==> src/rtl/iter_shift_unit.sv <==
// iter_shift_unit
//   Multi-cycle shift / rotate / sign-extend unit. Captures an operand on a
//   start request, moves it one bit per clock, then presents the result
//   together with a one-cycle done strobe.
//
//   Optional feature macro: ITER_SHIFT_FLAGS_EN
//     When defined, adds the registered flag outputs cout and zero.
//
// Ports
//   clk    : rising-edge clock
//   rst_n  : synchronous active-low reset
//   start  : request, sampled only while busy=0
//   mode   : 000 SLL, 001 SRL, 010 SRA, 011 ROL, 100 ROR, 101 SEXT,
//            110/111 reserved (result = din)
//   din    : operand
//   shamt  : shift count; in SEXT mode, the sign-bit index
//   busy   : high from the capture edge until done deasserts
//   done   : one-cycle completion strobe
//   dout   : result, held until the next completion or reset
//   cout   : (flags only) last bit shifted out, 0 when nothing shifted
//   zero   : (flags only) dout == 0
module iter_shift_unit #(
  parameter int WIDTH   = 16,
  parameter int SHAMT_W = $clog2(WIDTH)
) (
  input  logic               clk,
  input  logic               rst_n,
  input  logic               start,
  input  logic [2:0]         mode,
  input  logic [WIDTH-1:0]   din,
  input  logic [SHAMT_W-1:0] shamt,
  output logic               busy,
  output logic               done,
  output logic [WIDTH-1:0]   dout
`ifdef ITER_SHIFT_FLAGS_EN
  ,
  output logic               cout,
  output logic               zero
`endif
);

  localparam logic [2:0] MODE_SLL  = 3'b000;
  localparam logic [2:0] MODE_SRL  = 3'b001;
  localparam logic [2:0] MODE_SRA  = 3'b010;
  localparam logic [2:0] MODE_ROL  = 3'b011;
  localparam logic [2:0] MODE_ROR  = 3'b100;
  localparam logic [2:0] MODE_SEXT = 3'b101;

  typedef enum logic [1:0] {
    S_IDLE  = 2'd0,
    S_SHIFT = 2'd1,
    S_DONE  = 2'd2
  } state_t;

  state_t               state, state_nxt;
  logic [WIDTH-1:0]     work;
  logic [2:0]           mode_q;
  logic [SHAMT_W-1:0]   cnt;

  logic                 capture;
  logic                 direct;
  logic                 last;
  logic [WIDTH-1:0]     direct_res;
  logic [WIDTH:0]       step;

  // One-bit step of the working register. MSB of the return value is the
  // bit that left the register (for rotates, the bit that wrapped).
  function automatic logic [WIDTH:0] shift_step(input logic [2:0]       m,
                                                input logic [WIDTH-1:0] x);
    logic [WIDTH:0] r;
    case (m)
      MODE_SLL: r = {x[WIDTH-1], x[WIDTH-2:0], 1'b0};
      MODE_SRL: r = {x[0], 1'b0, x[WIDTH-1:1]};
      MODE_SRA: r = {x[0], x[WIDTH-1], x[WIDTH-1:1]};
      MODE_ROL: r = {x[WIDTH-1], x[WIDTH-2:0], x[WIDTH-1]};
      MODE_ROR: r = {x[0], x[0], x[WIDTH-1:1]};
      default:  r = {1'b0, x};
    endcase
    return r;
  endfunction

  // Replicate bit idx into every position above it; an index beyond the
  // top bit leaves the operand unchanged.
  function automatic logic [WIDTH-1:0] sign_extend(input logic [WIDTH-1:0]   x,
                                                   input logic [SHAMT_W-1:0] idx);
    logic [WIDTH-1:0] r;
    r = x;
    for (int i = 0; i < WIDTH; i++) begin
      if (i > int'(idx)) r[i] = x[idx];
    end
    return r;
  endfunction

  assign capture    = (state == S_IDLE) && start;
  // Zero counts, SEXT and reserved modes finish without any shifting.
  assign direct     = (shamt == '0) || (mode >= MODE_SEXT);
  assign direct_res = (mode == MODE_SEXT) ? sign_extend(din, shamt) : din;
  assign last       = (state == S_SHIFT) && (cnt == SHAMT_W'(1));
  assign step       = shift_step(mode_q, work);

  always_comb begin
    state_nxt = state;
    busy      = 1'b1;
    done      = 1'b0;
    case (state)
      S_IDLE: begin
        busy = 1'b0;
        if (start) state_nxt = direct ? S_DONE : S_SHIFT;
      end
      S_SHIFT: begin
        if (last) state_nxt = S_DONE;
      end
      S_DONE: begin
        done      = 1'b1;
        state_nxt = S_IDLE;
      end
      default: begin
        busy      = 1'b0;
        state_nxt = S_IDLE;
      end
    endcase
  end

  // Control and result registers (cleared by reset).
  always_ff @(posedge clk) begin
    if (!rst_n) begin
      state <= S_IDLE;
      cnt   <= '0;
      dout  <= '0;
`ifdef ITER_SHIFT_FLAGS_EN
      cout  <= 1'b0;
      zero  <= 1'b0;
`endif
    end else begin
      state <= state_nxt;
      if (capture) begin
        cnt <= shamt;
        if (direct) begin
          dout <= direct_res;
`ifdef ITER_SHIFT_FLAGS_EN
          cout <= 1'b0;
          zero <= (direct_res == '0);
`endif
        end
      end else if (state == S_SHIFT) begin
        cnt <= cnt - SHAMT_W'(1);
        if (last) begin
          dout <= step[WIDTH-1:0];
`ifdef ITER_SHIFT_FLAGS_EN
          cout <= step[WIDTH];
          zero <= (step[WIDTH-1:0] == '0);
`endif
        end
      end
    end
  end

  // Working operand; no reset needed since it is always loaded on capture.
  always_ff @(posedge clk) begin
    if (capture) begin
      work   <= din;
      mode_q <= mode;
    end else if (state == S_SHIFT) begin
      work   <= step[WIDTH-1:0];
    end
  end

endmodule

==> config.mk <==
export PLATFORM = sky130hd
export DESIGN_NAME = iter_shift_unit
export DESIGN_NICKNAME = d
export VERILOG_FILES = /design/src/rtl/iter_shift_unit.sv
export SDC_FILE = /design/constraint.sdc
export NUM_CORES = 1
export LEC_CHECK = 0
export ABC_AREA = 1
export CORE_MARGIN = 2
export CORE_UTILIZATION = 56
export CTS_BUF_LIST = sky130_fd_sc_hd__clkbuf_8
export DETAILED_ROUTE_END_ITERATION = 8
export PLACE_DENSITY = 0.83
export SLEW_MARGIN = 20
export SYNTH_ARGS = -nofsm -noshare
export SYNTH_HDL_FRONTEND = slang
export SYNTH_SLANG_ARGS = --single-unit
==> constraint.sdc <==
create_clock -name clk -period 1.99 [get_ports clk]
set_clock_uncertainty 0.05 [all_clocks]
set_input_delay 0.199 -clock clk [delete_from_list [all_inputs] [get_ports clk]]
set_output_delay 0.199 -clock clk [all_outputs]
set_load 0.05 [all_outputs]
# Yosys cells after proc, flatten, opt, wreduce, memory -nomap -nowiden
# Index checks and enable logic that the tools add are counted.
word_totals:
  reg_bits: 41
  inputBits: 26
classes:
  n_addsub: 1
  order_cmp: 17
  eq_ne: 11
  n_mux: 33
  n_reduce_logical: 11
op_table:
  columns: ["cell", "n"]
  rows:
  - ["2-to-1 mux 16 bit", 7]
  - ["case mux 16 bit (5 select lines)", 1]
  - ["greater-than comparator 4 bit, first input constant", 8]
  - ["2-to-1 mux 1 bit", 18]
  - ["greater-than comparator 3 x 4 -> 1 bit, first input constant", 4]
  - ["greater-than comparator 2 x 4 -> 1 bit, first input constant", 2]
  - ["2-to-1 mux 4 bit", 2]
  - ["== test 3 x 2 -> 1 bit, second input constant", 2]
  - ["== test 3 bit, second input constant", 2]
  - ["2-to-1 mux 2 bit", 3]
  - ["less-than comparator 4 x 5 -> 1 bit, second input constant", 1]
  - ["binary-select mux 1 bit (select 4 bit)", 1]
  - ["== test 4 x 1 -> 1 bit, second input constant", 1]
  - ["greater-than comparator 1 x 4 -> 1 bit, first input constant", 1]
  - ["zero test 4 bit", 1]
  - ["inequality test 2 bit, second input constant", 2]
  - ["case mux 2 bit (2 select lines)", 1]
  - ["nonzero test 2 bit", 2]
  - ["subtractor 4 x 1 -> 4 bit, second input constant", 1]
  - ["== test 3 x 1 -> 1 bit, second input constant", 1]
  - ["greater-or-equal comparator 3 bit, second input constant", 1]
  - ["zero test 3 bit", 1]
  - ["AND reduction 3 bit", 1]
  - ["== test 2 x 1 -> 1 bit, second input constant", 1]
  - ["other kinds (7)", 8]

# Longest topological paths before layout
logic_depth:
  word_depth: 6
  mapped_depth: 13

# Worst setup path after synthesis
# Ideal clock, no wire load.
synth_path:
  path_kind: "reg2reg"
  startpoint: "register state[0]"
  endpoint: "register cnt[0]"
  setup_time_ns: 0.115
  arrival_time_ns: 1.662
  required_ns: 1.825
  slack_ns: 0.162
  path_stages_with_launch: 10
  path_buffers: 0
  path_cell_list: "dfxtp_1 inv_1 ha_1 nand2_1 inv_1 nor2_1 inv_1 o22ai_1 o21ai_0 inv_1"
synth_via:
  elab_chain_len: 3
synth_lines:
  columns: ["item", "line_no", "text"]
  rows:
  - ["start, declared", "55", "state_t state, state_nxt;"]
  - ["start signal, assigned", "135", "state <= state_nxt;"]
  - ["zero test 2 bit *", "94", "assign capture = (state == S_IDLE) && start;"]
  - ["logical AND 1 bit *", "94", null]
  - ["via capture", "60", "logic capture;"]
  - ["2-to-1 mux 4 bit or nonzero test 2 bit (tied branches)", null, null]
  - ["end signal, assigned", "137", "cnt <= shamt;"]
  - ["end signal, assigned", "146", "cnt <= cnt - SHAMT_W'(1);"]
  - ["end, declared", "58", "logic [SHAMT_W-1:0] cnt;"]
# The timed path passes the listed nets; every way through them passes the cells marked *.
# A chain may end at the register's enable or synchronous reset.

# Worst setup path in the final report
layout_path:
  startpoint: "register state[0]"
  endpoint: "output done"
layout_via:
  elab_chain_len: 2
layout_lines:
  columns: ["item", "line_no", "text"]
  rows:
  - ["== test 2 bit", "105", "case (state)"]
  - ["2-to-1 mux 1 bit", "105", null]
  - ["end, declared", "33", "output logic done,"]
# Every way passes these cells.

==> flow_summary_export.csv <==
group,metric,value,unit
drt,ant_nets,0,
drt,dr.pass1.iters,5,
grt,grt_pass1_vias,2666,
worst_setup_path,critPathSlowestCell,"clkdlybuf4s50_1",
cells_and_area,final_core_util,73.0,%
clock_tree,cts.path.max_buffers,2,
cells_and_area,final_cells,537,
timing,slew_headroom,66.5,%
yosys,synth_cells,419,
timing,drv_slew,0,
yosys,yosys.area.top_type_share,20.6,%
cells_and_area,fill_cells,415,
clock_tree,clk_pin_slew,0.07,ns
grt,grt_use_total,29.3,%
grt,grt_pass1_wl,12.3,mm
power,p_int,0.00191,W
timing,fin_hold_ws,0.456,ns
cells_and_area,fin_nets,500,
min_path,hold_path.class,"input port to register",
power,p_sw_share,39.5,%
drt,drt_iter0_markers,266,
floorplanning,core,0.00475,sq mm
yosys,synth_edf_count,19,
floorplanning,die_area,0.00552,sq mm
clock_tree,clock_latency,0.30,ns
clock_tree,post_cts_buffers,0,
yosys,ys_ff_latch,41,
yosys,synthesis.area,0.00277,sq mm
grt,grt_max_degree,44,
placement,dp_hpwl,5.69,mm
floorplanning,rows,25,
floorplanning,ioPinCount,44,
floorplanning,die_y,74.3,um
worst_setup_path,critPathKind,"register to output pin",
power,ir_worst_vdd,558,uV
placement,placedCellCount,528,
yosys,yosys.area.top_type,"edfxtp_1",
yosys,ys_warn_count,0,
yosys,synthFlopType,"dfxtp_1",
worst_setup_path,critPathArrivalTime,1.65,ns
floorplanning,initial_utilization,58.2,%
yosys,async_reset_ff_share,0,%
power,clockPowerShare,20.8,%
clock_tree,cts_buffers,5,
yosys,synth_cell_type_count,28,
grt,grt-ovfl-total,0,
timing,finalHoldViolations,0,
power,seq_power_share,37.7,%
power,power_per_cell_area,911,mW/mm^2
placement,gp_congestion,0.896,
drt,drc_errors,0,
clock_tree,cts_tree,"done",
cells_and_area,drive_above_1_share,8.51,%
yosys,yosysSeqAreaShare,36.5,%
power,p_total,0.00316,W
worst_setup_path,cp-start-kind,"register",
yosys,syn_area_per_cell,6.60,sq um
timing,fin_crit,1.90,ns
clock_tree,htree_levels,2,
cells_and_area,synthToLayoutAreaGrowth,25.5,%
drt,vias_per_cell,5.53,
cells_and_area,most-common-layout-cells,"87 x nand2_1, 64 x inv_1, 59 x nor2_1",
timing,setup_viol,0,
yosys,synthesis.nets,450,
timing,max_freq,528,MHz
cells_and_area,final_common_cell,"nand2_1",
placement,io_buffers,43,
drt,routedWlPerCell,14.6,um
timing,tns,0,ns
worst_setup_path,path_max_fanout,3,
worst_setup_path,cp_cell_sequence,"inv_1, ha_1, clkdlybuf4s50_1",
grt,antenna_found_initial,0,
clock_tree,cts_resized,0,
yosys,synthTopCellsByArea,"edfxtp_1 21%, dfxtp_1 16%, nand2_1 12%",
timing,worst_pin_slew,0.501,ns
timing,min_period_over_period,95.3,%
drt,vias,2969,
floorplanning,die_w,74.3,um
clock_tree,clockRootBuffer,"clkbuf_8",
worst_setup_path,endpoint_kind,"output pin",
drt,wirelength,7.85,mm
outcome,status,"complete, no violations",
clock_tree,postCtsHoldBufs,0,
clock_tree,clkSinkCount,41,
power,power.switching,0.00125,W
timing,rsz0062_at_grt,"no",
power,p_leak,1.61,nW
power,p_comb_share,41.5,%
worst_setup_path,cpPeakStageDelay,0.79,ns
run,drv_cap,0,
worst_setup_path,required,1.74,ns
cells_and_area,antenna-diode-count,0,
kinds of logic after synthesis:
| group | count (synthesis) | share of synthesized area [%] |
|---|---|---|
| xor gates and xnor gates | 2 | 0.633 |
| adders and majority gates | 5 | 2.26 |
| and+or+nand+nor | 172 | 25.1 |
| buffers and inverters | 84 | 13.0 |
| AOI/OAI and AO/OA | 115 | 22.4 |
| DFF | 41 | 36.5 |
through the flow:
stage	setup slack (ns)	instance area (sq um)
2_1_floorplan	0.162	2770
3_3_place_gp	0.0885	3330
3_5_place_dp	0.0718	3330
4_1_cts	0.0781	3440
5_1_grt	0.0311	3470
6_report	0.0945	3470
flip-flops by register name, indices dropped and copies added (netlist names):
name,cells
cnt,4
dout,16
mode_q,3
state,2
work,16
Yosys cell counts (2+ instances only):
| library cell | number |
|---|---|
| a21oi_1 | 32 |
| a31oi_1 | 3 |
| buf_1 | 2 |
| buf_2 | 5 |
| buf_4 | 5 |
| buf_6 | 2 |
| clkbuf_1 | 2 |
| dfxtp_1 | 22 |
| edfxtp_1 | 19 |
| ha_1 | 5 |
| inv_1 | 63 |
| inv_2 | 2 |
| inv_4 | 2 |
| nand2_1 | 88 |
| nand2_2 | 4 |
| nand3_1 | 13 |
| nand4_1 | 2 |
| nor2_1 | 59 |
| nor2_2 | 3 |
| nor3_1 | 2 |
| o21ai_0 | 45 |
| o21ai_1 | 19 |
| o21ai_4 | 2 |
| o22ai_1 | 13 |
| xor2_1 | 2 |
cell type report:
class,instances,area (sq um),share of cell area (%)
Clock buffer,5,68.8,1.98
Clock inverter,3,38.8,1.12
Inverter,68,260,7.50
Multi-Input combinational cell,294,1410,40.5
Sequential cell,41,1010,29.1
Tap cell,67,83.8,2.41
Timing Repair Buffer,59,603,17.4
metal layers:
| metal | wire length [um] | part of all wire, % | vias up | global-route usage (%) |
|---|---|---|---|---|
| met1 | 3360 | 43 | 1348 | 40.5 |
| met2 | 3650 | 46 | 144 | 47.1 |
| met4 | 121 | 1.5 | 0 | 7.94 |
| met3 | 727 | 9.3 | 13 | 5.83 |
| li1 | - | - | 1464 | - |
| met5 | 0 | 0 | - | 0 |
path summary, 6_finish.rpt:
check	start	end	slack (ns)	cells after the start
worst min register to register	cnt[3]	cnt[3]	0.46	2
worst max register to register	mode_q[2]	work[2]	0.20	7
worst min-delay path	mode[0]	mode_q[0]	0.46	1
worst max-delay path	state[0]	done	0.09	3
critical path, delay by kind of cell (launching register included):
family	cells	cell delay, ns
buffers and inverters	2	0.88
adder cells (fa/ha/maj)	1	0.15
flip-flops	1	0.32
power by group through the flow:
stage / Combinational (W) / Clock (W) / Sequential [W]
after global placement: 0.00123 / 0 / 0.00120
final: 0.00131 / 0.000658 / 0.00119
after CTS: 0.00126 / 0.000669 / 0.00119
after detailed placement: 0.00125 / 0 / 0.00121
after global routing: 0.00143 / 0.000696 / 0.00121
after floorplan: 0.000678 / 0 / 0.00137
(Power assumes the default switching activity.)
